$ cat src/rtl/chacha_pkg.sv
// Shared definitions for the ChaCha host sequencer: block geometry, the
// ChaCha "expand 32-byte k" constants, host FSM encoding and the helper that
// lays out the 16-word input state.
package chacha_pkg;

  localparam int unsigned BLOCK_BYTES = 64;
  localparam logic [5:0]  LAST_IDX    = 6'(BLOCK_BYTES - 1);

  localparam logic [31:0] SIGMA0 = 32'h6170_7865;
  localparam logic [31:0] SIGMA1 = 32'h3320_646e;
  localparam logic [31:0] SIGMA2 = 32'h7962_2d32;
  localparam logic [31:0] SIGMA3 = 32'h6b20_6574;

  // Byte 0 of every block is the low byte of SIGMA0, independent of key/ctr.
  localparam logic [7:0]  FIRST_STATE_BYTE = SIGMA0[7:0];

  typedef enum logic [2:0] {
    ST_IDLE   = 3'd0,
    ST_LOAD   = 3'd1,
    ST_WAIT   = 3'd2,
    ST_STREAM = 3'd3,
    ST_DRAIN  = 3'd4,
    ST_FLUSH  = 3'd5
  } host_state_t;

  // 16-word input state; word j occupies bits [32j+31:32j], so byte b sits
  // at bits [8b+7:8b] (little-endian words).
  function automatic logic [511:0] pack_state(input logic [255:0] key,
                                              input logic [31:0]  ctr,
                                              input logic [95:0]  nonce);
    return {nonce, ctr, key, SIGMA3, SIGMA2, SIGMA1, SIGMA0};
  endfunction

endpackage

$ cat src/rtl/chacha_state_mux.sv
// Combinational byte selector over the ChaCha input state: returns state
// byte idx (0..63) built from the constants, key, block counter and nonce.
module chacha_state_mux
  import chacha_pkg::*;
(
  input  logic [5:0]   idx,
  input  logic [255:0] key,
  input  logic [95:0]  nonce,
  input  logic [31:0]  ctr,
  output logic [7:0]   state_byte
);

  logic [511:0] state_s;

  // Flatten the state and pick the addressed little-endian byte
  always_comb begin
    state_s    = pack_state(key, ctr, nonce);
    state_byte = state_s[{idx, 3'b000} +: 8];
  end

endmodule

$ cat src/rtl/chacha_host.sv
// Host-side sequencer for the ChaCha block core. Per 64-byte block it writes
// the input state byte by byte, waits for the core, then reads keystream bytes
// one per accepted message byte and emits message ^ keystream on a
// valid/ready stream. The block counter advances automatically.
// Optional build macro CHACHA_HOST_CTR_WRAP_ERR_EN adds a sticky ctr_err
// output and aborts instead of wrapping the block counter past 0xFFFFFFFF.
module chacha_host
  import chacha_pkg::*;
(
  input  logic         clk,
  input  logic         rst_n,
  input  logic [255:0] key,
  input  logic [95:0]  nonce,
  input  logic [31:0]  ctr_init,
  input  logic         start,
  output logic         busy,
  output logic         done,
  input  logic [7:0]   msg_data,
  input  logic         msg_valid,
  input  logic         msg_last,
  output logic         msg_ready,
  output logic [7:0]   out_data,
  output logic         out_valid,
  output logic         out_last,
  input  logic         out_ready,
  output logic [7:0]   core_data,
  output logic         core_write,
  output logic         core_read,
  input  logic [7:0]   core_ks,
  input  logic         core_ready
`ifdef CHACHA_HOST_CTR_WRAP_ERR_EN
  ,
  output logic         ctr_err
`endif
);

  host_state_t  state_r;
  logic [5:0]   idx_r;
  logic [255:0] key_r;
  logic [95:0]  nonce_r;
  logic [31:0]  ctr_r;

  logic [5:0]   mux_idx_s;
  logic [7:0]   mux_byte_s;
  logic         last_idx_s;
  logic         fire_s;

  // core_data is registered, so the mux always looks one byte ahead
  chacha_state_mux u_state_mux (
    .idx        (mux_idx_s),
    .key        (key_r),
    .nonce      (nonce_r),
    .ctr        (ctr_r),
    .state_byte (mux_byte_s)
  );

  // Handshake terms that must follow this cycle's stream inputs
  always_comb begin
    mux_idx_s  = idx_r + 6'd1;
    last_idx_s = (idx_r == LAST_IDX);
    fire_s     = (state_r == ST_STREAM) && msg_valid && (!out_valid || out_ready);
    msg_ready  = fire_s;
    core_read  = fire_s || (state_r == ST_DRAIN);
    busy       = (state_r != ST_IDLE);
    // Last byte leaves the output register; may land in DRAIN or FLUSH.
    done       = out_valid && out_ready && out_last;
  end

  // Output register: load on fire, otherwise clear once downstream takes it
  always_ff @(posedge clk) begin
    if (!rst_n) begin
      out_data  <= 8'h00;
      out_valid <= 1'b0;
      out_last  <= 1'b0;
    end else if (fire_s) begin
      out_data  <= msg_data ^ core_ks;
      out_valid <= 1'b1;
      out_last  <= msg_last;
    end else if (out_ready) begin
      out_valid <= 1'b0;
      out_last  <= 1'b0;
    end
  end

  // Block sequencing FSM: load state, wait for core, stream, drain, flush
  always_ff @(posedge clk) begin
    if (!rst_n) begin
      state_r    <= ST_IDLE;
      idx_r      <= 6'd0;
      key_r      <= 256'd0;
      nonce_r    <= 96'd0;
      ctr_r      <= 32'd0;
      core_write <= 1'b0;
      core_data  <= 8'h00;
`ifdef CHACHA_HOST_CTR_WRAP_ERR_EN
      ctr_err    <= 1'b0;
`endif
    end else begin
      case (state_r)
        ST_IDLE: begin
          if (start) begin
            key_r      <= key;
            nonce_r    <= nonce;
            ctr_r      <= ctr_init;
            idx_r      <= 6'd0;
            core_write <= 1'b1;
            core_data  <= FIRST_STATE_BYTE;
            state_r    <= ST_LOAD;
`ifdef CHACHA_HOST_CTR_WRAP_ERR_EN
            ctr_err    <= 1'b0;
`endif
          end
        end
        ST_LOAD: begin
          // idx wraps 63 -> 0, which is the WAIT settle marker
          idx_r <= mux_idx_s;
          if (last_idx_s) begin
            core_write <= 1'b0;
            core_data  <= 8'h00;
            state_r    <= ST_WAIT;
          end else begin
            core_data  <= mux_byte_s;
          end
        end
        ST_WAIT: begin
          // idx 0 marks the first WAIT cycle, where core_ready is stale
          if (idx_r == 6'd0) begin
            idx_r <= 6'd1;
          end else if (core_ready) begin
            idx_r   <= 6'd0;
            state_r <= ST_STREAM;
          end
        end
        ST_STREAM: begin
          if (fire_s) begin
            idx_r <= mux_idx_s;
            if (msg_last) begin
              state_r <= last_idx_s ? ST_FLUSH : ST_DRAIN;
            end else if (last_idx_s) begin
`ifdef CHACHA_HOST_CTR_WRAP_ERR_EN
              if (ctr_r == 32'hFFFF_FFFF) begin
                ctr_err <= 1'b1;
                state_r <= ST_IDLE;
              end else begin
                ctr_r      <= ctr_r + 32'd1;
                core_write <= 1'b1;
                core_data  <= FIRST_STATE_BYTE;
                state_r    <= ST_LOAD;
              end
`else
              ctr_r      <= ctr_r + 32'd1;
              core_write <= 1'b1;
              core_data  <= FIRST_STATE_BYTE;
              state_r    <= ST_LOAD;
`endif
            end
          end
        end
        ST_DRAIN: begin
          // Finish the block's 64 reads so the core restarts at byte 0
          idx_r <= mux_idx_s;
          if (last_idx_s) begin
            state_r <= ST_FLUSH;
          end
        end
        ST_FLUSH: begin
          // Last byte may already have gone during DRAIN
          if (!out_valid || out_ready) begin
            state_r <= ST_IDLE;
          end
        end
        default: begin
          state_r <= ST_IDLE;
        end
      endcase
    end
  end

endmodule

$ cat config.mk
export PLATFORM = sky130hd
export DESIGN_NAME = chacha_host
export DESIGN_NICKNAME = d
export VERILOG_FILES = /design/src/rtl/chacha_pkg.sv /design/src/rtl/chacha_state_mux.sv /design/src/rtl/chacha_host.sv
export SDC_FILE = /design/constraint.sdc
export NUM_CORES = 1
export LEC_CHECK = 0
export BUFFER_PORTS_ARGS = -buffer_cell sky130_fd_sc_hd__buf_2
export CAP_MARGIN = 20
export CORE_MARGIN = 5
export CORE_UTILIZATION = 30
export CTS_BUF_LIST = sky130_fd_sc_hd__clkbuf_2
export DETAILED_ROUTE_END_ITERATION = 16
export HOLD_SLACK_MARGIN = 0.12
export PLACE_DENSITY = 0.55
export SLEW_MARGIN = 0
export SYNTH_ARGS = -nofsm -noshare
export SYNTH_HDL_FRONTEND = slang
export SYNTH_SLANG_ARGS = --single-unit
$ cat constraint.sdc
create_clock -name clk -period 3.3 [get_ports clk]
set_clock_uncertainty 0.1 [all_clocks]
set_input_delay 0 -clock clk [delete_from_list [all_inputs] [get_ports clk]]
set_output_delay 0 -clock clk [all_outputs]
set_load 0.01 [all_outputs]
==> results of run 1 <==
[metrics by stage]
stage / area (sq um) / setup WS [ns] / hold WS (ns) / cells / utilization (%)
after floorplan: 19000 / 0.196 / 0.0360 / 2296 / -
after global placement: 22000 / 0.410 / 0.143 / 3425 / 35.0
after detailed placement: 22000 / 0.421 / 0.148 / 3425 / 35.0
[cell usage after synthesis (3+ instances only)]
cell,count
sky130_fd_sc_hd__a21boi_0,5
sky130_fd_sc_hd__o211a_1,3
sky130_fd_sc_hd__nand2b_1,8
sky130_fd_sc_hd__and3_1,12
sky130_fd_sc_hd__nor3b_1,7
sky130_fd_sc_hd__clkbuf_1,121
sky130_fd_sc_hd__xnor2_1,12
sky130_fd_sc_hd__nand4_1,18
sky130_fd_sc_hd__a211o_1,3
sky130_fd_sc_hd__a21oi_1,406
sky130_fd_sc_hd__o21ai_0,40
sky130_fd_sc_hd__inv_1,5
sky130_fd_sc_hd__a211oi_1,18
sky130_fd_sc_hd__nor3_1,7
sky130_fd_sc_hd__o32ai_1,5
sky130_fd_sc_hd__o221a_2,10
sky130_fd_sc_hd__and4_1,3
sky130_fd_sc_hd__and2_1,4
sky130_fd_sc_hd__o221ai_1,3
sky130_fd_sc_hd__nand2_1,783
sky130_fd_sc_hd__dfxtp_1,412
sky130_fd_sc_hd__a311oi_1,6
sky130_fd_sc_hd__o2111ai_1,3
sky130_fd_sc_hd__a31oi_1,17
sky130_fd_sc_hd__ha_1,6
sky130_fd_sc_hd__clkinv_1,3
sky130_fd_sc_hd__o21a_1,6
sky130_fd_sc_hd__a31o_2,3
sky130_fd_sc_hd__nand3b_1,6
sky130_fd_sc_hd__buf_4,10
sky130_fd_sc_hd__buf_2,57
sky130_fd_sc_hd__mux4_2,101
sky130_fd_sc_hd__mux2i_1,24
sky130_fd_sc_hd__nor2_1,67
sky130_fd_sc_hd__or3_1,3
sky130_fd_sc_hd__o211ai_1,5
sky130_fd_sc_hd__buf_1,4
sky130_fd_sc_hd__nor2b_1,6
sky130_fd_sc_hd__nor4_1,8
sky130_fd_sc_hd__or2_2,6
sky130_fd_sc_hd__nand3_1,27
[kinds of logic after synthesis]
kind of cell | synth area share (%)
muxes | 13.3
buffers and inverters | 4.54
AOI/OAI and AO/OA | 16.9
and+or+nand+nor | 20.8
adders and majority gates | 0.394
xor gates and xnor gates | 0.730
DFF | 43.3
==> impl_metrics.ini, run 1 <==
[outcome]
outcome = stopped before the end
haltStage = clock tree synthesis
first_error_line_in_the_log = [ERROR RSZ-0060] Max buffer count reached.

[synth]
synth-seq-cells = 412
netlist_top_cells_area = sky130_fd_sc_hd__dfxtp_1 (43%), sky130_fd_sc_hd__nand2_1 (15%), sky130_fd_sc_hd__mux4_2 (12%)
synth.net_count = 2709
async_flop_share_pct = 0
synth_edf_count = 0
post_synth_num_cell_types = 74
synth_largest_type_area_fraction_pct = 43.3
yosys_warnings = 0
synth-main-ff-cell = sky130_fd_sc_hd__dfxtp_1
mappedNetlistArea_sq_um = 19000
synth-seq-area-share_pct = 43.3
avgSynthCellArea_sq_um = 8.29
synth_cells = 2296
post-synth-top-area-cell = sky130_fd_sc_hd__dfxtp_1

[clocking]
cts.hold.buffers_added = 726
tritoncts.num_buffers = 112
cts_root_buf = sky130_fd_sc_hd__clkbuf_2
cts_max_level = 3
cts_max_path_buffers = 3
post_cts.resized_instances = 0
numClockSinks = 412
post_cts.repair.setup_buffers = 0

[floorplan]
io-pin-count = 430
placementRows = 92
fp.dieW_microns = 262
initial_core_util_pct = 30.2
die_height_microns = 262

[placement]
port-buffer-count = 429
gp_routability_congestion = 0.872
post-dp-hpwl_mm = 53.6
==> inputs of run 2 (changes only) <==
--- a/config.mk
+++ b/config.mk
@@ -8,11 +8,9 @@
 export BUFFER_PORTS_ARGS = -buffer_cell sky130_fd_sc_hd__buf_2
 export CAP_MARGIN = 20
 export CORE_MARGIN = 5
-export CORE_UTILIZATION = 30
-export CTS_BUF_LIST = sky130_fd_sc_hd__clkbuf_2
+export CORE_UTILIZATION = 20
 export DETAILED_ROUTE_END_ITERATION = 16
-export HOLD_SLACK_MARGIN = 0.12
-export PLACE_DENSITY = 0.55
+export PLACE_DENSITY_LB_ADDON = 0.15
 export SLEW_MARGIN = 0
 export SYNTH_ARGS = -nofsm -noshare
 export SYNTH_HDL_FRONTEND = slang
==> constraint.sdc (replaced) <==
create_clock -name clk -period 4.3 [get_ports clk]
set_clock_uncertainty 0.1 [all_clocks]
set_input_delay 0 -clock clk [delete_from_list [all_inputs] [get_ports clk]]
set_output_delay 0 -clock clk [all_outputs]
set_load 0.01 [all_outputs]
==> run 2 against run 1 <==
  * The run now ends clean
  * Synthesized cell count unchanged
  * Synthesized area is the same
==> impl_metrics.ini, run 2 <==
[routing]
route.final.wire_length_mm = 88.6
post-route-drc-count = 0
avgRoutedWirePerCell_microns = 20.4
ant_nets = 0
vias = 19800
drt_iter0_drc = 1228
vias_per_cell = 4.54
detail_route.first_pass.iterations = 5

[global_routing]
grt_first_pass_wirelength_mm = 130
globalRoute.totalOverflow = 0
groute.usage.overall_pct = 16.7
vias_in_the_first_global_route = 20300
grt_max_degree = 177
antenna_found_initial = 6

[clocking]
cts_root_buf = sky130_fd_sc_hd__clkbuf_16
clkLatencyLatePin_ns = 0.61
tritoncts.num_buffers = 54
clk_pin_slew_worst_paths_ns = 0.06
cts_max_level = 2
post_cts.resized_instances = 0
cts.hold.buffers_added = 428
numClockSinks = 412
tritoncts = yes
post_cts.repair.setup_buffers = 0
cts_max_path_buffers = 3

[final_layout]
finalCoreUtilization_pct = 30.0
flip_flop_count_of_the_largest_register_after_layout = 256
flow.area_growth_from_synthesis_pct = 49.3
commonest_cells_after_routing_fill_and_taps_aside = sky130_fd_sc_hd__nand2_1 (783), sky130_fd_sc_hd__buf_2 (429), sky130_fd_sc_hd__dlygate4sd3_1 (428), sky130_fd_sc_hd__dfxtp_1 (411), sky130_fd_sc_hd__a21oi_1 (406)
final_cells = 4355
reg.largest.list = key_r x256, nonce_r x96, ctr_r x32
number_of_nets_in_the_finished_design = 3458
total_area_of_multi_input_combinational_cells_sq_um = 10000
largest_register = key_r
most_common_cell_after_layout_fill_and_taps_aside = sky130_fd_sc_hd__nand2_1
final_layout_size_suffix_gt1_share_pct = 22.2
final-seq-area_sq_um = 8250
nFillCells = 10100

[setup_path]
setup.worst_path.end_class = flip-flop
reg2reg_from = idx_r[0]
timing.critical_path.from = idx_r[0]
r2r_cells = 9
r2r_end = ctr_r[11]
endpoint = ctr_r[11]
rrSetupSlack_ns = 0.62
critPathLaunchType = flip-flop
crit_arrival_ns = 4.08
path_class = reg -> reg
worst-path-max-fanout = 30
cp_data_required_time_ns = 4.70

[pwr]
net-switching-power_mw = 3.65
ir_drop_mv = 0.291
p_leak_nw = 11.0
cellPowerDensity_nw_per_um2 = 413
comb_power_share_pct = 22.2
share_clk_of_total_power_pct = 38.7
internal_power_mw = 8.09
power.sequential.fraction_pct = 39.1
netSwitchingFraction_pct = 31.1

[synth]
synth-main-ff-cell = sky130_fd_sc_hd__dfxtp_1
synth_largest_type_area_fraction_pct = 43.3
synth_top_family_by_area = simple AND/OR/NAND/NOR gates
synth_mux_area_share_pct = 13.3
synthXorXnorAreaFrac_pct = 0.730
post_synth_num_cell_types = 74
yosys.area_share.adder_pct = 0.394
simple_gate_portion_of_the_synthesized_area_pct = 20.8
async_flop_share_pct = 0
yosys-top-cells-count = sky130_fd_sc_hd__nand2_1 (783), sky130_fd_sc_hd__dfxtp_1 (412), sky130_fd_sc_hd__a21oi_1 (406)
synth.net_count = 2709
yosys_warnings = 0
avgSynthCellArea_sq_um = 8.29
synth_cells = 2296
synth-seq-cells = 412
mappedNetlistArea_sq_um = 19000
netlist_top_cells_area = sky130_fd_sc_hd__dfxtp_1 (43%), sky130_fd_sc_hd__nand2_1 (15%), sky130_fd_sc_hd__mux4_2 (12%)
post-synth-top-area-cell = sky130_fd_sc_hd__dfxtp_1
synth-seq-area-share_pct = 43.3
yosys.cell_count.top_type = sky130_fd_sc_hd__nand2_1
synth_edf_count = 0
synth_compound_gate_area_share_pct = 16.9

[placement]
gp_routability_congestion = 0.804
post-dp-hpwl_mm = 63.4
dp_worst_setup_slack_ns = 0.798
placed_cells_incl_taps = 3826
port-buffer-count = 429

[timing]
grt_setup_unrepaired = no
final_max_slew_viols = 0
slew_headroom_pct = 25.6
timing.final.hold_violations = 0
setup_viol_count_final = 0
timing.setup.tns_ns = 0
layout_worst_path_cycle_share_pct = 85.7
timing.fmax_ghz = 0.272
worstMarginPinSlew_ns = 1.11
post-route-worst-setup-slack_ns = 0.617
finalHoldWorstSlack_ns = 0.0755
period_needed_ns = 3.68

[hold_path]
min-delay-path-class = in -> reg

[flow_run]
drv_cap = 0

[outcome]
outcome = complete, no violations

[floorplan]
initial_core_util_pct = 20.1
io-pin-count = 430
fp.coreArea_sq_um = 94700
die_footprint_sq_um = 101000
placementRows = 113
die_height_microns = 319
fp.dieW_microns = 319
run 2: power groups by stage:
stage / Combinational, mW / Sequential [mW] / Clock, mW
after floorplan: 1.50 / 4.47 / 0
after global placement: 2.27 / 4.68 / 0
after detailed placement: 2.29 / 4.67 / 0
after CTS: 2.65 / 4.59 / 4.70
after global routing: 2.86 / 4.64 / 4.84
final: 2.60 / 4.59 / 4.54
run 2: area by class of cell:
cell class	count	area share, %
repair buffers	885	23.7
multi-input cells	1683	35.2
flip-flops and latches	412	29.0
diodes	3	0.0264
well taps	1265	5.57
clock inverters	23	0.881
inverters	9	0.145
clock buffers	75	5.42
run 2: per-stage QoR:
stage                     power, mW  cell area [sq um]
after floorplan                5.97              19000
after global placement         6.95              22300
after detailed placement       6.96              22300
after CTS                      11.9              28400
after global routing           12.3              28400
final                          11.7              28400
run 2: worst min-delay path by stage:
stage	from	endpoint	slack, ns	depth (start not counted)
after floorplan	key[0]	key_r[0]	0.04	2
after global placement	key[196]	key_r[196]	0.15	3
after detailed placement	key[202]	key_r[202]	0.15	3
after CTS	key[37]	key_r[37]	0.03	4
after global routing	key[37]	key_r[37]	0.06	4
final	key[121]	key_r[121]	0.08	4
run 2: cells by family (layout without fill, tap and decap cells):
logic type / count (synthesis) / in the layout
adder cells (fa/ha/maj): 6 / 6
AND/OR/NAND/NOR: 973 / 973
multiplexers: 127 / 127
AO/OA/AOI/OAI: 562 / 562
buffers and inverters: 201 / 992
other: 0 / 3
XOR/XNOR: 15 / 15
flip-flops: 412 / 412
run 2: metal layers:
layer,global-route usage (%),vias to the layer above,wire length (microns)
met1,21.9,9565,39300
li1,-,9462,-
met5,0,-,27
met4,5.86,4,3240
met2,27.8,579,41700
met3,3.00,155,4430
run 2: critical path, stage by stage (launching register included):
cell and delay (ns):
sky130_fd_sc_hd__dfxtp_4 0.66, sky130_fd_sc_hd__ha_1 0.41, sky130_fd_sc_hd__and3_1 0.34, sky130_fd_sc_hd__nand3_1 0.31, sky130_fd_sc_hd__o21ai_1 0.34, sky130_fd_sc_hd__o21a_1 0.16, sky130_fd_sc_hd__buf_4 0.32, sky130_fd_sc_hd__a21boi_0 0.15
sky130_fd_sc_hd__o21a_1 0.19, sky130_fd_sc_hd__dlygate4sd3_1 0.55
(Power assumes the default switching activity.)
